`src/rtl/rand_pkg.sv`:
```
// Shared constants and FSM state type for the multi-channel LFSR random generator.
// Latency: n/a (package only).
// Backpressure: n/a (package only).
package rand_pkg;

    // Seed used after reset and whenever a zero seed would otherwise be loaded.
    localparam logic [31:0] DEFAULT_SEED = 32'h8EAF696C;

    // Feedback taps for x^32 + x^22 + x^2 + x + 1.
    localparam logic [31:0] DEFAULT_TAPS = 32'h80200003;

    // ST_WARMUP: stepping and discarding samples; ST_RUN: samples are presented.
    typedef enum logic {
        ST_WARMUP = 1'b0,
        ST_RUN    = 1'b1
    } fsm_state_t;

endpackage

```
`src/rtl/lfsr_channel.sv`:
```
// One Fibonacci LFSR channel: state register with load/step and a limited signed sample of the post-step state.
// Latency: load/step take effect on the next rising edge; sample_nxt is combinational from the current state.
// Backpressure: none here; the parent decides when to step.
//
// Ports:
//   clock, reset   : rising-edge clock, asynchronous active-high reset (state <- RESET_SEED)
//   load, seed     : load seed on the next edge (load wins over step)
//   step           : advance the LFSR one position on the next edge
//   sample_nxt     : OUT_W-bit sample of the value the state takes if stepped now
module lfsr_channel #(
    parameter int                 WIDTH      = 32,
    parameter logic [WIDTH-1:0]   TAPS       = '1,
    parameter int                 OUT_W      = 4,
    parameter logic [WIDTH-1:0]   RESET_SEED = '1
) (
    input  logic               clock,
    input  logic               reset,
    input  logic               load,
    input  logic [WIDTH-1:0]   seed,
    input  logic               step,
    output logic [OUT_W-1:0]   sample_nxt
);

    // 1 followed by zeros: the most negative two's-complement value.
    localparam logic [OUT_W-1:0] MOST_NEG = {1'b1, {(OUT_W-1){1'b0}}};

    logic [WIDTH-1:0] state_q;
    logic [WIDTH-1:0] state_d;
    logic [WIDTH-1:0] stepped;
    logic             fb;

    always_comb begin
        fb      = ^(state_q & TAPS);
        stepped = {state_q[WIDTH-2:0], fb};
        // With the top tap set the shift map is invertible, so zero cannot be
        // reached from a non-zero state. For a tap mask lacking that bit this
        // keeps the channel alive instead of locking up at zero.
        if (stepped == '0) begin
            stepped = RESET_SEED;
        end
    end

    always_comb begin
        state_d = state_q;
        if (load) begin
            state_d = seed;
        end else if (step) begin
            state_d = stepped;
        end
    end

    // Fold the most negative value to zero so the output range is symmetric.
    always_comb begin
        sample_nxt = stepped[OUT_W-1:0];
        if (sample_nxt == MOST_NEG) begin
            sample_nxt = '0;
        end
    end

    always_ff @(posedge clock or posedge reset) begin
        if (reset) begin
            state_q <= RESET_SEED;
        end else begin
            state_q <= state_d;
        end
    end

endmodule

```
`src/rtl/rand_gen.sv`:
```
// Multi-channel LFSR random sample generator with warm-up, seed reload and valid/ready output.
// Latency: WARMUP enabled edges after reset/seed load until out_valid; then one sample per step.
// Backpressure: free_run=0 steps only on out_valid && out_ready; free_run=1 ignores out_ready.
//
// Ports:
//   clock, reset          : rising-edge clock, asynchronous active-high reset
//   enable                : low freezes FSM, counter, LFSRs and outputs (seed_load still acts)
//   seed_load, seed_data  : reseed all channels from seed_data and restart warm-up
//   free_run              : 1 = step every enabled edge, 0 = step per accepted transfer
//   out_ready, out_valid  : output handshake
//   rand_out              : channel c sample at [c*OUT_W +: OUT_W]
//   busy                  : high while warming up
module rand_gen
    import rand_pkg::*;
#(
    parameter int               WIDTH    = 32,
    parameter logic [WIDTH-1:0] TAPS     = WIDTH'(DEFAULT_TAPS),
    parameter int               CHANNELS = 4,
    parameter int               OUT_W    = 4,
    parameter int               WARMUP   = 16
) (
    input  logic                        clock,
    input  logic                        reset,
    input  logic                        enable,
    input  logic                        seed_load,
    input  logic [WIDTH-1:0]            seed_data,
    input  logic                        free_run,
    input  logic                        out_ready,
    output logic                        out_valid,
    output logic [CHANNELS*OUT_W-1:0]   rand_out,
    output logic                        busy
);

    localparam logic [WIDTH-1:0] DSEED    = WIDTH'(DEFAULT_SEED);
    localparam int               CNT_W    = $clog2(WARMUP + 1);
    localparam logic [CNT_W-1:0] CNT_INIT = CNT_W'(WARMUP);
    localparam logic [CNT_W-1:0] CNT_LAST = CNT_W'(1);

    // Per-channel seed: rotate the base left by 8*c, mix in the channel index,
    // and never hand a zero seed to an LFSR.
    function automatic logic [WIDTH-1:0] chan_seed(input logic [WIDTH-1:0] base, input int c);
        int               r;
        logic [WIDTH-1:0] rot;
        logic [WIDTH-1:0] s;
        r = (8 * c) % WIDTH;
        if (r == 0) begin
            rot = base;
        end else begin
            rot = (base << r) | (base >> (WIDTH - r));
        end
        s = rot ^ WIDTH'(c);
        chan_seed = (s == '0) ? DSEED : s;
    endfunction

    fsm_state_t                 fsm_q;
    fsm_state_t                 fsm_d;
    logic [CNT_W-1:0]           cnt_q;
    logic [CNT_W-1:0]           cnt_d;
    logic                       out_valid_q;
    logic                       out_valid_d;
    logic [CHANNELS*OUT_W-1:0]  rand_out_q;
    logic [CHANNELS*OUT_W-1:0]  rand_out_d;

    logic                       ch_load;
    logic                       ch_step;
    logic                       capture;
    logic [WIDTH-1:0]           seed_base;
    logic [OUT_W-1:0]           samp_nxt [CHANNELS];

    assign seed_base = (seed_data == '0) ? DSEED : seed_data;

    generate
        for (genvar c = 0; c < CHANNELS; c++) begin : g_ch
            logic [WIDTH-1:0] ch_seed;

            assign ch_seed = chan_seed(seed_base, c);

            lfsr_channel #(
                .WIDTH      (WIDTH),
                .TAPS       (TAPS),
                .OUT_W      (OUT_W),
                .RESET_SEED (chan_seed(DSEED, c))
            ) u_ch (
                .clock      (clock),
                .reset      (reset),
                .load       (ch_load),
                .seed       (ch_seed),
                .step       (ch_step),
                .sample_nxt (samp_nxt[c])
            );
        end
    endgenerate

    // Next-state logic. seed_load outranks enable; rand_out is only rewritten
    // on an edge that also steps, so it always shows the current LFSR state.
    always_comb begin
        fsm_d       = fsm_q;
        cnt_d       = cnt_q;
        out_valid_d = out_valid_q;
        ch_load     = 1'b0;
        ch_step     = 1'b0;
        capture     = 1'b0;

        if (seed_load) begin
            ch_load     = 1'b1;
            cnt_d       = CNT_INIT;
            fsm_d       = ST_WARMUP;
            out_valid_d = 1'b0;
        end else if (enable) begin
            case (fsm_q)
                ST_WARMUP: begin
                    ch_step = 1'b1;
                    cnt_d   = cnt_q - 1'b1;
                    // The last warm-up step also produces the first sample.
                    if (cnt_q <= CNT_LAST) begin
                        fsm_d       = ST_RUN;
                        out_valid_d = 1'b1;
                        capture     = 1'b1;
                    end
                end
                ST_RUN: begin
                    if (free_run || (out_valid_q && out_ready)) begin
                        ch_step = 1'b1;
                        capture = 1'b1;
                    end
                end
                default: begin
                    fsm_d = ST_WARMUP;
                    cnt_d = CNT_INIT;
                end
            endcase
        end
    end

    always_comb begin
        rand_out_d = rand_out_q;
        if (capture) begin
            for (int c = 0; c < CHANNELS; c++) begin
                rand_out_d[c*OUT_W +: OUT_W] = samp_nxt[c];
            end
        end
    end

    always_ff @(posedge clock or posedge reset) begin
        if (reset) begin
            fsm_q       <= ST_WARMUP;
            cnt_q       <= CNT_INIT;
            out_valid_q <= 1'b0;
            rand_out_q  <= '0;
        end else begin
            fsm_q       <= fsm_d;
            cnt_q       <= cnt_d;
            out_valid_q <= out_valid_d;
            rand_out_q  <= rand_out_d;
        end
    end

    assign out_valid = out_valid_q;
    assign rand_out  = rand_out_q;
    assign busy      = (fsm_q == ST_WARMUP);

endmodule
```
`config.mk`:
```
export PLATFORM = sky130hd
export DESIGN_NAME = rand_gen
export DESIGN_NICKNAME = d
export VERILOG_FILES = /design/src/rtl/rand_pkg.sv /design/src/rtl/lfsr_channel.sv /design/src/rtl/rand_gen.sv
export SDC_FILE = /design/constraint.sdc
export NUM_CORES = 1
export LEC_CHECK = 0
export ABC_CLOCK_PERIOD_IN_PS = 6150
export CORE_ASPECT_RATIO = 0.6
export CORE_MARGIN = 3
export CORE_UTILIZATION = 30
export DETAILED_ROUTE_END_ITERATION = 12
export PLACE_DENSITY_LB_ADDON = 0.25
export SYNTH_ARGS = -nofsm -noshare
export SYNTH_HDL_FRONTEND = slang
export SYNTH_SLANG_ARGS = --single-unit
```
`constraint.sdc`:
```
create_clock -name clock -period 6.15 [get_ports clock]
set_input_delay 1.5375 -clock clock [delete_from_list [all_inputs] [get_ports clock]]
set_output_delay 1.5375 -clock clock [all_outputs]
set_load 0.005 [all_outputs]
```
# ---- Word-level counts from Yosys, hierarchy flattened
# Cells that the tools add are included.
dict set report word_totals {
  reg_bits 151
  latchBits 0
  ram_bits 0
  mem_bits_ro 0
  inputBits 38
  out_inout_bits 18
  elab_cells 82
  mem_count 0
}
dict set report classes {
  add_sub_neg 1
  mul 0
  n_div 0
  order_cmp 1
  n_eq_ne 5
  shift 0
  mux 40
  bitwise 7
  n_reduce_logical 20
}
# op n
set op_table {}
lappend op_table {{32-bit two-way mux} 17}
lappend op_table {{32-bit zero test} 9}
lappend op_table {{32-bit parity} 4}
lappend op_table {{32-bit by 16-bit OR with 32-bit output} 1}
lappend op_table {{32-bit by 24-bit OR with 32-bit output} 1}
lappend op_table {{32-bit by 8-bit OR with 32-bit output} 1}
lappend op_table {{4-bit == test, second input constant} 4}
lappend op_table {{4-bit two-way mux} 4}
lappend op_table {{5-bit two-way mux} 3}
lappend op_table {{1-bit two-way mux} 14}
lappend op_table {{2-bit nonzero test} 3}
lappend op_table {{5-bit by 1-bit less-or-equal comparator with 1-bit output, second input constant} 1}
lappend op_table {{5-bit by 1-bit subtractor with 5-bit output, second input constant} 1}
lappend op_table {{1-bit one-hot mux with 2 select lines} 2}
lappend op_table {{1-bit inverter} 3}
lappend op_table {{3-bit AND reduction} 1}
lappend op_table {{2-bit inequality test, second input constant} 1}
lappend op_table {{2-bit inverter} 1}
lappend op_table {{2-bit AND reduction} 1}
lappend op_table {{1-bit logical AND} 1}
lappend op_table {{1-bit logical OR} 1}

# ---- Logic depth before layout (Yosys ltp)
dict set report logic_depth {
  depth_word 8
  mapped_depth 7
  ltp_nobuf 6
}

# ---- Hierarchy
# From an unflattened synthesis, not the netlist that was laid out.
dict set report hier_totals {
  cells_unflattened 1000
  hier_area_um2 8999.9
}
# module n_inst cells_per_inst area_per_inst_um2 seq_area_each_um2
set by_module_without_submodules {}
lappend by_module_without_submodules {rand_gen 1 234 1914.3 576.8}
lappend by_module_without_submodules {{lfsr_channel at g_ch[3].u_ch} 1 199 1838.0 823.3}
lappend by_module_without_submodules {{lfsr_channel at g_ch[0].u_ch} 1 199 1834.3 823.3}
lappend by_module_without_submodules {{lfsr_channel at g_ch[1].u_ch} 1 185 1710.4 824.5}
lappend by_module_without_submodules {{lfsr_channel at g_ch[2].u_ch} 1 183 1702.9 822.0}

# ---- Worst setup path before layout
# OpenSTA, ideal clock, no wires.
dict set report synth_path {
  path_type {input-to-reg}
  start {input port seed_data[13]}
  end {register g_ch[1].u_ch.state_q[24]}
  setup_time_ns 0.058
  t_arrival_ns 3.172
  required_ns 6.092
  setup_slack_ns 2.920
  cell_stages 4
  path_buffers 0
  path_cell_list {or4_4 -> or4_4 -> o41a_2 -> a21bo_2}
}
dict set report synth_between {
  elab_chain_cells 7
}
# item line
set synth_rtl {}
lappend synth_rtl {{start: declaration} rand_gen.sv:26} ;# input logic [WIDTH-1:0] seed_data,
lappend synth_rtl {{32-bit zero test} rand_gen.sv:70} ;# assign seed_base = (seed_data == '0) ? DSEED : seed_data;
lappend synth_rtl {{32-bit two-way mux (*)} rand_gen.sv:70}
lappend synth_rtl {{32-bit by 8-bit OR with 32-bit output (*)} rand_gen.sv:49} ;# rot = (base << r) | (base >> (WIDTH - r));
lappend synth_rtl {{1-bit inverter (no source line)} n/a}
lappend synth_rtl {{32-bit zero test} rand_gen.sv:52} ;# chan_seed = (s == '0) ? DSEED : s;
lappend synth_rtl {{32-bit two-way mux (*)} rand_gen.sv:52}
lappend synth_rtl {{32-bit two-way mux (*)} lfsr_channel.sv:45} ;# if (load) begin
lappend synth_rtl {{end signal: assignment} lfsr_channel.sv:64} ;# state_q <= state_d;
lappend synth_rtl {{end: declaration} lfsr_channel.sv:27} ;# logic [WIDTH-1:0] state_q;
# Mark *: on every way between the ends. The rest lies on a longest branch, timed or not.
# A chain may end at the register's enable or synchronous reset.

# ---- Worst setup path after layout
dict set report layout_path {
  start {input port seed_data[14]}
  end {register g_ch[0].u_ch.state_q[14]}
}
dict set report layout_between {
  elab_chain_cells 5
}
# item line
set layout_rtl {}
lappend layout_rtl {{32-bit zero test} rand_gen.sv:70}
lappend layout_rtl {{32-bit two-way mux (*)} rand_gen.sv:70}
lappend layout_rtl {{32-bit zero test} rand_gen.sv:52}
lappend layout_rtl {{32-bit two-way mux (*)} rand_gen.sv:52}
lappend layout_rtl {{32-bit two-way mux (*)} lfsr_channel.sv:45}
lappend layout_rtl {{end signal: assignment} lfsr_channel.sv:64}
lappend layout_rtl {{end: declaration} lfsr_channel.sv:27}
# Marks and branches as above.

==> flow_metrics.tcl <==
set metrics [dict create \
    cp_max_fo 12 \
    port_buffers 55 \
    ant_nets 0 \
    drt-initial-drc-count 742 \
    tns_ps 0 \
    die_w_um 210 \
    groute.usage.overall 0.206 \
    drc 0 \
    use_met2 0.282 \
    row_count 44 \
    period_minus_slack_ps 3870 \
    cts_max_level 4 \
    setup_viol 0 \
    grt_max_degree 79 \
    grt_pass1_wl_mm 41.5 \
    netlist-cell-type-count 57 \
    drt_first_pass_iters 6 \
    clk-insertion-delay-late_ps 440 \
    synth_top_cell_area_share 0.260 \
    hpwlAfterDp_mm 18.8 \
    rsz0062_at_grt "false" \
    post-cts-setup-buffers 0 \
    vias_per_cell 5.84 \
    areaGrowthSynthToFinish_pct 20.3 \
    synthCells 776 \
    top_usage_layer "met1" \
    async_flop_share 1.00 \
    hp-class "reg2reg" \
    peakVddDrop_mv 0.148 \
    power_density_nw_per_um2 341 \
    yosysTopAreaCell "dfrtp_1" \
    clockRootBuffer "clkbuf_16" \
    p_clk_frac 0.393 \
    fin_nets 852 \
    cts_buffer_depth 2 \
    gr-usage-met3 0.0536 \
    dieHeight_um 129 \
    core_area_sq_um 24400 \
    internal-power_mw 2.23 \
    place.gp.congestion 0.844 \
    required_ps 6520 \
    grt-ovfl-total 0 \
    power_leakage_nw 3.60 \
    synth_edf_count 0 \
    cts_hold_buf 0 \
    cp.arrival_ps 4250 \
    seq_area_frac_synth 0.515 \
    cts-buffers-inserted 17 \
    switching_share 0.275 \
    cts_tree "yes" \
    cts.repair.resized 0 \
    power.share.sequential 0.428 \
    slew_headroom 0.246 \
    grtUsageMet1 0.317 \
    cts.sinks 151 \
    die-area_sq_um 27100 \
    fin_skew_ps 11.4 \
    comb_power_share 0.179 \
    tightestPinTransition_ps 1130 \
    power_mw 3.08 \
    critPathCaptureType "register" \
    synth_area_leaders "dfrtp_1 (26%), dfstp_2 (26%), a221oi_1 (6.6%), nand2_1 (5.8%), nor3_1 (4.1%)" \
    yosysWarningCount 0 \
    maxCapViolations 0 \
    grt_pass1_vias 6241 \
    switchingPower_uw 848 \
    wl_per_cell_um 23.9 \
    synthesis.nets 816 \
    fmax_mhz 258 \
    synth_top_flop_cell "dfrtp_1" \
    synth.most_common_cell "nand2_1" \
    status "complete, no violations" \
    io-pin-count 56 \
    critPathLaunchType "input port" \
    final_max_slew_viol_count 0 \
    finalHoldViolCount 0 \
    synth-seq-cells 151 \
    drive_gt1_frac 0.178 \
    final.fill_count 2459 \
    syn_area_sq_um 7520 \
    start_util 0.308 \
    antenna_found_initial 0 \
    wirelength_mm 27.5 \
    via_count 6699 \
    postSynthAreaPerCell_sq_um 9.69 \
    clk_pin_slew_worst_paths_ps 60 \
    crit_type "in2reg" \
    synth_common_cells "nand2_1 (116), dfrtp_1 (78), dfstp_2 (73)" \
    fin_crit_sh 0.630 \
]
worst max-delay path, stage by stage:
cell,delay [ps]
clkdlybuf4s50_1,610
or4_4,640
or4_4,530
o31ai_4,620
o221a_2,310
routing by layer:
layer / up-vias / share of wire / wire (um)
met5: - / 0 / 0
li1: 2978 / - / -
met1: 3373 / 0.48 / 13100
met2: 314 / 0.42 / 11400
met3: 34 / 0.091 / 2500
met4: 0 / 0.015 / 418
sequential cells by signal, summed over array words and instances, names as in the netlist:
name               cells
cnt_q                  5
g_ch.u_ch.state_q    128
fsm_q                  1
out_valid              1
rand_out              16
cell type report:
| type | instances | area (sq um) | share of cell area |
|---|---|---|---|
| Sequential cell | 151 | 3870 | 0.428 |
| Multi-Input combinational cell | 507 | 3200 | 0.354 |
| Timing Repair Buffer | 68 | 643 | 0.0711 |
| Clock buffer | 21 | 450 | 0.0498 |
| Tap cell | 322 | 403 | 0.0445 |
| Inverter | 67 | 256 | 0.0284 |
| Clock inverter | 11 | 221 | 0.0245 |
| Antenna cell | 1 | 2.50 | 0.000277 |
power groups by stage:
stage,registers (mW),clock network (mW),logic [mW]
4_1_cts,1.31,1.23,0.555
3_3_place_gp,1.33,0,0.552
2_1_floorplan,1.29,0,0.304
5_1_grt,1.34,1.27,0.604
3_5_place_dp,1.33,0,0.554
6_report,1.32,1.21,0.552
layout by cell type (no fill, tap or decap), types with 33 or more instances in the layout:
cell	count
clkdlybuf4s50_1	54
inv_1	65
nand2_1	116
a31oi_1	37
nor4_1	41
a221oi_1	57
dfrtp_1	78
dfstp_2	73
nor3_1	61
nor2_1	33
logic make-up (layout without fill, tap and decap cells):
family / Yosys count / after routing / synth area share
AND/OR/NAND/NOR: 301 / 301 / 0.196
AO/OA/AOI/OAI: 181 / 181 / 0.192
flip-flops: 151 / 151 / 0.515
buffers and inverters: 118 / 167 / 0.0626
XOR/XNOR: 16 / 16 / 0.0206
multiplexers: 7 / 7 / 0.0102
adder cells (fa/ha/maj): 2 / 2 / 0.00333
other: 0 / 1 / 0
worst paths after layout:
path / from / end / slack [ps] / cells past startpoint
worst min register to register: rand_out[12]$_DFFE_PP0P_ / rand_out[12]$_DFFE_PP0P_ / 490 / 1
min in group asynchronous: reset / g_ch[0].u_ch.state_q[10]$_DFFE_PP0P_ / 1590 / 2
worst min-delay path: rand_out[12]$_DFFE_PP0P_ / rand_out[12]$_DFFE_PP0P_ / 490 / 1
worst max-delay path: seed_data[14] / g_ch[0].u_ch.state_q[14]$_DFFE_PP1P_ / 2280 / 5
worst max register to register: fsm_q$_DFFE_PP0P_ / g_ch[3].u_ch.state_q[29]$_DFFE_PP1P_ / 3470 / 5
max in group asynchronous: reset / g_ch[2].u_ch.state_q[11]$_DFFE_PP1P_ / 3480 / 3
through the flow:
| step | utilization | setup WS, ps | cell area (sq um) | hold WS [ps] | instances |
|---|---|---|---|---|---|
| floorplan | - | 669 | 7520 | 468 | 776 |
| global placement | 0.343 | 1910 | 8370 | 476 | 1115 |
| detailed placement | 0.343 | 1880 | 8370 | 482 | 1115 |
| CTS | 0.371 | 2320 | 9040 | 498 | 1147 |
| global route | 0.371 | 2230 | 9040 | 519 | 1147 |
| finish | 0.371 | 2280 | 9050 | 490 | 1148 |
(Power assumes the default switching activity.)
